$ cat src/rtl/turn_light_decoder.sv
// Tail-light frame decoder/checker: recovers stick direction and sweep step from the six
// lamp lines, validates the sweep sequence, counts sweeps and flags lamp faults.
module turn_light_decoder #(
  parameter int unsigned COUNT_W  = 8,
  parameter int unsigned HOLD_MAX = 16
) (
  input  logic               clk,
  input  logic               reset,
  input  logic               L_outer,
  input  logic               L_middle,
  input  logic               L_inner,
  input  logic               R_inner,
  input  logic               R_middle,
  input  logic               R_outer,
  input  logic               clr_err,
  output logic [1:0]         dir,
  output logic [1:0]         step,
  output logic               sweep_done,
  output logic               pattern_err,
  output logic               seq_err,
  output logic               stuck_err,
  output logic               err_flag,
  output logic [COUNT_W-1:0] sweep_count
);

  typedef enum logic [2:0] {
    StOff, StR1, StR2, StR3, StL1, StL2, StL3, StResync
  } state_e;

  localparam logic [7:0] HoldLim = 8'(HOLD_MAX - 1);

  logic [5:0]         frame;
  logic [5:0]         prev_frame_q;
  state_e             state_q, state_d, frame_st;
  logic               legal, allowed;
  logic [1:0]         frame_dir, frame_step;
  logic [1:0]         dir_q, dir_d, step_q, step_d;
  logic               sweep_done_q, sweep_done_d;
  logic               pattern_err_q, pattern_err_d;
  logic               seq_err_q, seq_err_d;
  logic               stuck_err_q, stuck_err_d;
  logic               err_flag_q, err_flag_d;
  logic [COUNT_W-1:0] count_q, count_d;
  logic [7:0]         hold_q, hold_d;

  assign frame = {L_outer, L_middle, L_inner, R_inner, R_middle, R_outer};

  always_comb begin
    legal      = 1'b1;
    frame_st   = StOff;
    frame_dir  = 2'b00;
    frame_step = 2'd0;
    case (frame)
      6'b000000: frame_st = StOff;
      6'b000100: begin frame_st = StR1; frame_dir = 2'b01; frame_step = 2'd1; end
      6'b000110: begin frame_st = StR2; frame_dir = 2'b01; frame_step = 2'd2; end
      6'b000111: begin frame_st = StR3; frame_dir = 2'b01; frame_step = 2'd3; end
      6'b001000: begin frame_st = StL1; frame_dir = 2'b10; frame_step = 2'd1; end
      6'b011000: begin frame_st = StL2; frame_dir = 2'b10; frame_step = 2'd2; end
      6'b111000: begin frame_st = StL3; frame_dir = 2'b10; frame_step = 2'd3; end
      default: begin
        legal    = 1'b0;
        frame_st = StResync;
      end
    endcase
  end

  // Hold, OFF, a restart on either side, or the next step on the same side.
  assign allowed = (frame_st == state_q) || (frame_st == StOff) ||
                   (frame_st == StR1) || (frame_st == StL1) ||
                   (state_q == StR1 && frame_st == StR2) ||
                   (state_q == StR2 && frame_st == StR3) ||
                   (state_q == StL1 && frame_st == StL2) ||
                   (state_q == StL2 && frame_st == StL3);

  always_comb begin
    state_d       = state_q;
    dir_d         = dir_q;
    step_d        = step_q;
    pattern_err_d = 1'b0;
    seq_err_d     = 1'b0;
    sweep_done_d  = 1'b0;
    if (!legal) begin
      pattern_err_d = 1'b1;
      state_d       = StResync;
    end else begin
      seq_err_d    = (state_q != StResync) && !allowed;
      sweep_done_d = (state_q == StR2 && frame_st == StR3) ||
                     (state_q == StL2 && frame_st == StL3);
      state_d      = frame_st;
      dir_d        = frame_dir;
      step_d       = frame_step;
    end
  end

  // Stuck detection counts repeats of the raw frame, so an illegal frame breaks the run.
  always_comb begin
    hold_d      = 8'd0;
    stuck_err_d = 1'b0;
    if (legal && frame != 6'b000000 && frame == prev_frame_q) begin
      if (hold_q != HoldLim) begin
        hold_d      = hold_q + 8'd1;
        stuck_err_d = (hold_q + 8'd1 == HoldLim);
      end else begin
        hold_d = hold_q;
      end
    end
  end

  always_comb begin
    count_d = count_q;
    if (sweep_done_d && count_q != '1) count_d = count_q + 1'b1;
    err_flag_d = pattern_err_d | seq_err_d | stuck_err_d | (err_flag_q & ~clr_err);
  end

  always_ff @(posedge clk or posedge reset) begin
    if (reset) begin
      state_q       <= StOff;
      prev_frame_q  <= 6'b000000;
      dir_q         <= 2'b00;
      step_q        <= 2'd0;
      sweep_done_q  <= 1'b0;
      pattern_err_q <= 1'b0;
      seq_err_q     <= 1'b0;
      stuck_err_q   <= 1'b0;
      err_flag_q    <= 1'b0;
      count_q       <= '0;
      hold_q        <= 8'd0;
    end else begin
      state_q       <= state_d;
      prev_frame_q  <= frame;
      dir_q         <= dir_d;
      step_q        <= step_d;
      sweep_done_q  <= sweep_done_d;
      pattern_err_q <= pattern_err_d;
      seq_err_q     <= seq_err_d;
      stuck_err_q   <= stuck_err_d;
      err_flag_q    <= err_flag_d;
      count_q       <= count_d;
      hold_q        <= hold_d;
    end
  end

  assign dir         = dir_q;
  assign step        = step_q;
  assign sweep_done  = sweep_done_q;
  assign pattern_err = pattern_err_q;
  assign seq_err     = seq_err_q;
  assign stuck_err   = stuck_err_q;
  assign err_flag    = err_flag_q;
  assign sweep_count = count_q;

endmodule
$ cat config.mk
export PLATFORM = sky130hd
export DESIGN_NAME = turn_light_decoder
export DESIGN_NICKNAME = d
export VERILOG_FILES = /design/src/rtl/turn_light_decoder.sv
export SDC_FILE = /design/constraint.sdc
export NUM_CORES = 1
export LEC_CHECK = 0
export ABC_CLOCK_PERIOD_IN_PS = 2440
export BUFFER_PORTS_ARGS = -buffer_cell sky130_fd_sc_hd__clkbuf_2
export CAP_MARGIN = 30
export CELL_PAD_IN_SITES_DETAIL_PLACEMENT = 1
export CELL_PAD_IN_SITES_GLOBAL_PLACEMENT = 1
export CORE_ASPECT_RATIO = 1.5
export CORE_UTILIZATION = 44
export CTS_CLUSTER_SIZE = 8
export DETAILED_ROUTE_END_ITERATION = 8
export MAX_ROUTING_LAYER = met4
export PLACE_DENSITY_LB_ADDON = 0.1
export SLEW_MARGIN = 0
export SYNTH_ARGS = -nofsm -noshare
export SYNTH_HDL_FRONTEND = slang
export SYNTH_SLANG_ARGS = --single-unit
$ cat constraint.sdc
create_clock -name clk -period 2.44 [get_ports clk]
set_input_delay 0.366 -clock clk [delete_from_list [all_inputs] [get_ports clk]]
set_output_delay 0.366 -clock clk [all_outputs]
set_load 0.01 [all_outputs]
==> impl_metrics.py, run 1 <==
metrics = {
    "synthesis": {
        "yosysTopAreaCell": "sky130_fd_sc_hd__dfrtp_1",
        "postSynth.asyncResetShare_pct": 100,
        "synth_top_cells_by_area": "sky130_fd_sc_hd__dfrtp_1, sky130_fd_sc_hd__xnor2_1, sky130_fd_sc_hd__nor2_1, sky130_fd_sc_hd__xor2_1, sky130_fd_sc_hd__a21oi_1",
        "yosys_warn_count": 0,
        "edff_count_synth": 0,
        "synth_top_area_share_pct": 49.3,
        "mappedNetlistNets": 175,
        "synthesis.area_per_instance_um2": 10.6,
        "synthesis.area_mm2": 0.00173,
        "synth.lib_cells_used.distinct": 45,
        "primary_ff_master_synth": "sky130_fd_sc_hd__dfrtp_1",
        "synthesis.instances": 163,
        "sequential_to_total_area_share_from_yosys_stat_pct": 49.3,
        "postSynthRegisterBits": 34,
    },
    "worst_setup_path": {
        "crit_type": "reg -> reg",
        "worst_ep_required_time_ns": 2.61,
        "worst_r2r_startpoint": "sweep_count[0]$_DFFE_PP0P_",
        "setup.worst_path.start": "sweep_count[0]$_DFFE_PP0P_",
        "timing.critical_path.to_type": "flop",
        "worstPathArrival_ns": 2.31,
        "cp-start-kind": "flop",
        "critical_path_peak_fanout": 8,
    },
    "detailed_routing": {
        "vias": 1326,
        "drt_iter0_drc": 22,
        "post_detailed_route_via_to_cell_ratio": 5.48,
        "postRouteWirelength_um": 3820,
        "detail_route.drc_violations": 0,
        "post_drt_wl_per_cell_um": 15.8,
        "first_pass_iters": 4,
        "routed_antenna_nets": 0,
    },
    "final_layout": {
        "design.final.nets": 210,
        "area.growth.synth_to_final_pct": 17.0,
        "fill_cells": 442,
        "post_route_cells_drive_above_1_share_pct": 26.1,
        "number_of_antenna_diodes": 0,
    },
    "sta": {
        "worst_relative_slew_slack_pct": 70.5,
        "worst-slew-pin-transition_ns": 0.443,
        "rsz0062_at_grt": "no",
        "setup_tns_after_final_layout_ns": 0,
        "report.final.hold_viol_count": 0,
        "setup_violations": 0,
        "timing.clock.skew_ns": 0.00365,
        "final.min_clock_period_ns": 2.14,
        "timing.fmax_ghz": 0.467,
        "finalCritPeriodShare_pct": 87.9,
        "final_max_slew_viol_count": 0,
    },
    "die": {
        "num_rows": 27,
        "die_boundary_height_um": 78.7,
        "chipWidth_um": 53.2,
        "design.portCount": 26,
        "design.die.area_mm2": 0.00418,
        "initial_utilization_pct": 46.5,
        "floorplan.core_area_mm2": 0.00372,
    },
    "placement": {
        "dp.final_hpwl_um": 2900,
        "finalWeightedCongestion": 0.834,
        "number_of_buffer_cells_added_on_primary_ports": 25,
    },
    "global_route": {
        "global_route.overflow_total": 0,
        "grtUsageTotal_pct": 22.2,
        "grt_max_degree": 35,
        "antenna_found_initial": 0,
        "grt_pass1_wl_um": 6660,
        "grt_pass1_vias": 1451,
    },
    "pwr": {
        "clock_power_share_pct": 36.7,
        "p_per_area_mw_per_mm2": 582,
        "cellLeakagePower_nw": 0.917,
        "sw_power_uw": 303,
        "p_comb_share_pct": 11.4,
        "ir_worst_vdd_mv": 0.478,
        "post_layout_total_power_mw": 1.18,
        "seq_power_share_pct": 51.9,
        "p_sw_share_pct": 25.8,
        "intPower_uw": 872,
    },
    "clock_tree": {
        "clkLatencyLatePin_ns": 0.28,
        "cts_resized": 0,
        "cts_num_sinks": 34,
        "cts.clk_slew.worst_paths_ns": 0.07,
        "ctsHtreeMaxLevel": 2,
        "cts_setup_buffers": 0,
        "root_buffer": "sky130_fd_sc_hd__clkbuf_8",
        "cts-buffers-inserted": 5,
        "clock_tree_from_tritoncts": "built",
        "hold_buf_count_cts": 0,
        "clock_path_buffers": 2,
    },
    "run": {
        "maxCapViolCount": 0,
    },
    "outcome": {
        "status": "completed",
    },
    "worst_hold_path": {
        "hold_path.class": "in -> async",
    },
}
-- final cells by class --
type                    instances  area (um^2)  area share, %
multi-input cells             115          795           39.3
repair buffers                 35          200           9.91
inverters                       7         26.3           1.30
flip-flops and latches         34          851           42.1
clock buffers                   6         82.6           4.09
well taps                      43         53.8           2.66
clock inverters                 2         12.5          0.619
-- cells by family after synthesis --
family | Yosys count | synth area share [%]
buf+inv | 14 | 4.71
mux | 2 | 1.96
xor+xnor | 19 | 9.64
compound gates | 27 | 11.8
simple gates | 64 | 20.4
fa+ha+maj | 3 | 2.17
flops | 34 | 49.3
-- placed cells by master, fill, tap and decap left out, types with 2 or more instances in the layout --
cell	count
sky130_fd_sc_hd__dfrtp_1	34
sky130_fd_sc_hd__clkbuf_2	25
sky130_fd_sc_hd__nor2_1	16
sky130_fd_sc_hd__xnor2_1	13
sky130_fd_sc_hd__nand2_1	10
sky130_fd_sc_hd__buf_4	10
sky130_fd_sc_hd__a21oi_1	9
sky130_fd_sc_hd__inv_1	7
sky130_fd_sc_hd__nand3_1	6
sky130_fd_sc_hd__xor2_1	6
sky130_fd_sc_hd__clkbuf_8	6
sky130_fd_sc_hd__nor3_1	5
sky130_fd_sc_hd__nor2b_1	4
sky130_fd_sc_hd__and3_1	4
sky130_fd_sc_hd__nand4_1	3
sky130_fd_sc_hd__o21ai_0	3
sky130_fd_sc_hd__ha_1	3
sky130_fd_sc_hd__and4_1	2
sky130_fd_sc_hd__nand2b_1	2
sky130_fd_sc_hd__or3_1	2
sky130_fd_sc_hd__a31oi_1	2
sky130_fd_sc_hd__a211oi_1	2
sky130_fd_sc_hd__o211ai_1	2
-- per-stage QoR --
step	worst slack (ns)	utilization [%]	instances	hold WS, ns	instance area, um^2
6_report	0.296	54.4	242	0.148	2020
5_1_grt	0.200	54.4	242	0.197	2020
4_1_cts	0.286	54.4	242	0.165	2020
3_5_place_dp	0.186	51.8	234	0.474	1930
3_3_place_gp	0.211	51.8	234	0.451	1930
2_1_floorplan	0.281	-	163	0.397	1730
-- sequential cells by signal (all words and copies together) (netlist names) --
signal	flops
hold_q	8
sweep_count	8
prev_frame_q	6
state_q	3
dir	2
step	2
err_flag	1
pattern_err	1
seq_err	1
stuck_err	1
sweep_done	1
-- critical path: stages, from the launching register on --
cell	delay [ns]
sky130_fd_sc_hd__dfrtp_1	0.45
sky130_fd_sc_hd__ha_1	0.27
sky130_fd_sc_hd__and4_1	0.20
sky130_fd_sc_hd__or4_1	0.45
sky130_fd_sc_hd__mux2i_4	0.28
sky130_fd_sc_hd__mux2_2	0.37
-- cell usage after synthesis (2+ instances only) --
library cell / n
sky130_fd_sc_hd__dfrtp_1: 34
sky130_fd_sc_hd__nor2_1: 16
sky130_fd_sc_hd__xnor2_1: 13
sky130_fd_sc_hd__nand2_1: 10
sky130_fd_sc_hd__a21oi_1: 9
sky130_fd_sc_hd__inv_1: 7
sky130_fd_sc_hd__nand3_1: 6
sky130_fd_sc_hd__xor2_1: 6
sky130_fd_sc_hd__nor3_1: 5
sky130_fd_sc_hd__and3_1: 4
sky130_fd_sc_hd__nor2b_1: 4
sky130_fd_sc_hd__buf_6: 3
sky130_fd_sc_hd__ha_1: 3
sky130_fd_sc_hd__nand4_1: 3
sky130_fd_sc_hd__o21ai_0: 3
sky130_fd_sc_hd__a211oi_1: 2
sky130_fd_sc_hd__a31oi_1: 2
sky130_fd_sc_hd__and4_1: 2
sky130_fd_sc_hd__buf_2: 2
sky130_fd_sc_hd__nand2b_1: 2
sky130_fd_sc_hd__o211ai_1: 2
sky130_fd_sc_hd__or3_1: 2
-- per-layer routing --
layer	up-vias	wire length, um	share of wire, %	global-route usage, %
met4	0	63	1.7	7.37
met2	22	2110	55	37.5
met3	6	91	2.4	4.79
met5	-	0	0	-
met1	662	1560	41	25.5
li1	636	-	-	-
-- power groups by stage --
stage          Sequential, mW  Combinational, mW  Clock, mW
2_1_floorplan           0.627             0.0745          0
3_3_place_gp            0.618              0.130          0
3_5_place_dp            0.621              0.136          0
4_1_cts                 0.610              0.136      0.447
5_1_grt                 0.613              0.150      0.470
6_report                0.610              0.133      0.431
-- worst paths after layout --
path	endpoint	slack [ns]	cells after the start
max reg2reg	sweep_count[1]$_DFFE_PP0P_	0.30	5
min	sweep_count[4]$_DFFE_PP0P_	0.15	3
max	sweep_count[1]$_DFFE_PP0P_	0.30	5
min reg2reg	sweep_count[7]$_DFFE_PP0P_	0.50	1
max in group asynchronous	hold_q[6]$_DFFE_PP0P_	1.98	3
min in group clk	prev_frame_q[0]$_DFF_PP0_	0.34	2
Note: power is estimated with default switching activity, not from simulation.
==> run 2, diff against run 1 <==
- REMOVE_ABC_BUFFERS: unset -> 1
==> run 2 against run 1 <==
Sequential power barely moved. Global-route usage rose by 0.60 points. Final area rose by 0.87%.
==> impl_metrics.py, run 2 (synthesized netlist as in run 1, its figures left out) <==
metrics = {
    "sta": {
        "setup_tns_after_final_layout_ns": 0,
        "timing.fmax_ghz": 0.473,
        "setup_violations": 0,
        "final_max_slew_viol_count": 0,
        "finalCritPeriodShare_pct": 86.6,
        "rsz0062_at_grt": "no",
        "worst-slew-pin-transition_ns": 0.434,
        "worst_relative_slew_slack_pct": 71.1,
        "timing.clock.skew_ns": 0.00700,
        "report.final.hold_viol_count": 0,
        "final.min_clock_period_ns": 2.11,
    },
    "detailed_routing": {
        "post_detailed_route_via_to_cell_ratio": 5.41,
        "first_pass_iters": 4,
        "post_drt_wl_per_cell_um": 15.9,
        "postRouteWirelength_um": 3840,
        "routed_antenna_nets": 0,
        "drt_iter0_drc": 13,
        "detail_route.drc_violations": 0,
        "vias": 1305,
    },
    "final_layout": {
        "post_route_cells_drive_above_1_share_pct": 25.8,
        "most_frequent_standard_cell_in_the_layout_excluding_fill_and_tap_cells": "sky130_fd_sc_hd__dfrtp_1",
        "number_of_antenna_diodes": 0,
        "design.final.nets": 210,
        "area.growth.synth_to_final_pct": 18.0,
        "layout_common_cells": "sky130_fd_sc_hd__dfrtp_1, sky130_fd_sc_hd__clkbuf_2, sky130_fd_sc_hd__nor2_1, sky130_fd_sc_hd__xnor2_1",
        "fin_area_mm2": 0.00204,
    },
    "worst_setup_path": {
        "timing.critical_path.to_type": "flop",
        "crit_type": "reg -> reg",
        "worstPathArrival_ns": 2.28,
        "worst_ep_required_time_ns": 2.61,
        "critical_path_peak_fanout": 8,
        "cp-start-kind": "flop",
    },
    "pwr": {
        "p_per_area_mw_per_mm2": 619,
        "cellLeakagePower_nw": 0.927,
        "ir_worst_vdd_mv": 0.527,
    },
    "run": {
        "maxCapViolCount": 0,
    },
    "global_route": {
        "grt_pass1_vias": 1455,
        "grtUsageTotal_pct": 22.8,
        "grt_pass1_wl_um": 6700,
        "antenna_found_initial": 0,
        "grt_max_degree": 35,
        "global_route.overflow_total": 0,
    },
    "die": {
        "design.portCount": 26,
        "initial_utilization_pct": 46.5,
        "floorplan.core_area_mm2": 0.00372,
        "chipWidth_um": 53.2,
        "num_rows": 27,
        "die_boundary_height_um": 78.7,
        "design.die.area_mm2": 0.00418,
    },
    "placement": {
        "finalWeightedCongestion": 0.770,
        "number_of_buffer_cells_added_on_primary_ports": 25,
        "placedInstanceArea_mm2": 0.00193,
        "dp.final_hpwl_um": 2930,
    },
    "clock_tree": {
        "cts_num_sinks": 34,
        "cts_resized": 0,
        "clock_tree_from_tritoncts": "built",
        "cts_setup_buffers": 0,
        "clock_path_buffers": 2,
        "ctsHtreeMaxLevel": 2,
        "clkLatencyLatePin_ns": 0.28,
        "cts.clk_slew.worst_paths_ns": 0.07,
        "cts-buffers-inserted": 5,
        "root_buffer": "sky130_fd_sc_hd__clkbuf_8",
        "hold_buf_count_cts": 0,
    },
    "outcome": {
        "status": "completed",
    },
    "worst_hold_path": {
        "hold_path.class": "in -> async",
    },
}
## run 2: changes by cell type in the layout (fill, tap and decap cells not counted), sizes merged
cell / previous run / this run
bufinv: 0 / 1
clkinvlp: 1 / 0
clkinv: 1 / 0
## run 2: final cells by class
cell class | count | area, um^2
Multi-Input combinational cell | 115 | 795
Inverter | 7 | 26.3
Tap cell | 43 | 53.8
Clock buffer | 6 | 82.6
Clock inverter | 1 | 30.0
Timing Repair Buffer | 35 | 200
Sequential cell | 34 | 851
Fill cell | 436 | 1680
## run 2: worst paths after layout
check                      cells after the start  slack [ns]                       start                         end
min in group clk                               1        0.26                    L_middle   prev_frame_q[4]$_DFF_PP0_
max in group asynchronous                      3        1.97                       reset  sweep_count[6]$_DFFE_PP0P_
min reg2reg                                    1        0.50  sweep_count[5]$_DFFE_PP0P_  sweep_count[5]$_DFFE_PP0P_
max reg2reg                                    5        0.33  sweep_count[0]$_DFFE_PP0P_  sweep_count[1]$_DFFE_PP0P_
max                                            5        0.33  sweep_count[0]$_DFFE_PP0P_  sweep_count[1]$_DFFE_PP0P_
min                                            3        0.16                       reset         stuck_err$_DFF_PP0_
## run 2: critical path, cell delays in order (launching register included)
cell and delay (ns):
sky130_fd_sc_hd__dfrtp_1 0.45, sky130_fd_sc_hd__ha_1 0.27, sky130_fd_sc_hd__and4_1 0.19, sky130_fd_sc_hd__or4_1 0.45, sky130_fd_sc_hd__mux2i_4 0.28, sky130_fd_sc_hd__mux2_2 0.37
## run 2: stage by stage
step                hold slack (ns)  utilization, %  worst slack [ns]  power (mW)  instances
global route                  0.203            54.8             0.227        1.31        241
CTS                           0.167            54.8             0.313        1.28        241
finish                        0.156            54.8             0.326        1.26        241
detailed placement            0.472            51.8             0.204       0.756        234
floorplan                     0.397               -             0.385       0.689        156
global placement              0.456            51.8             0.235       0.750        234
## run 2: layer usage
metal / routed length [um] / global-route usage (%) / vias up
met4: 40 / 6.32 / 0
met3: 128 / 5.17 / 4
met1: 1440 / 24.1 / 640
li1: - / - / 637
met5: 0 / - / -
met2: 2230 / 41.1 / 24
## run 2: where the power goes
| group | total (mW) | leakage [nW] | internal, mW | switching, mW |
|---|---|---|---|---|
| logic | 0.134 | 0.446 | 0.0565 | 0.0779 |
| clock network | 0.516 | 0.0573 | 0.326 | 0.190 |
| registers | 0.611 | 0.424 | 0.590 | 0.0212 |
| total | 1.26 | 0.927 | 0.973 | 0.289 |
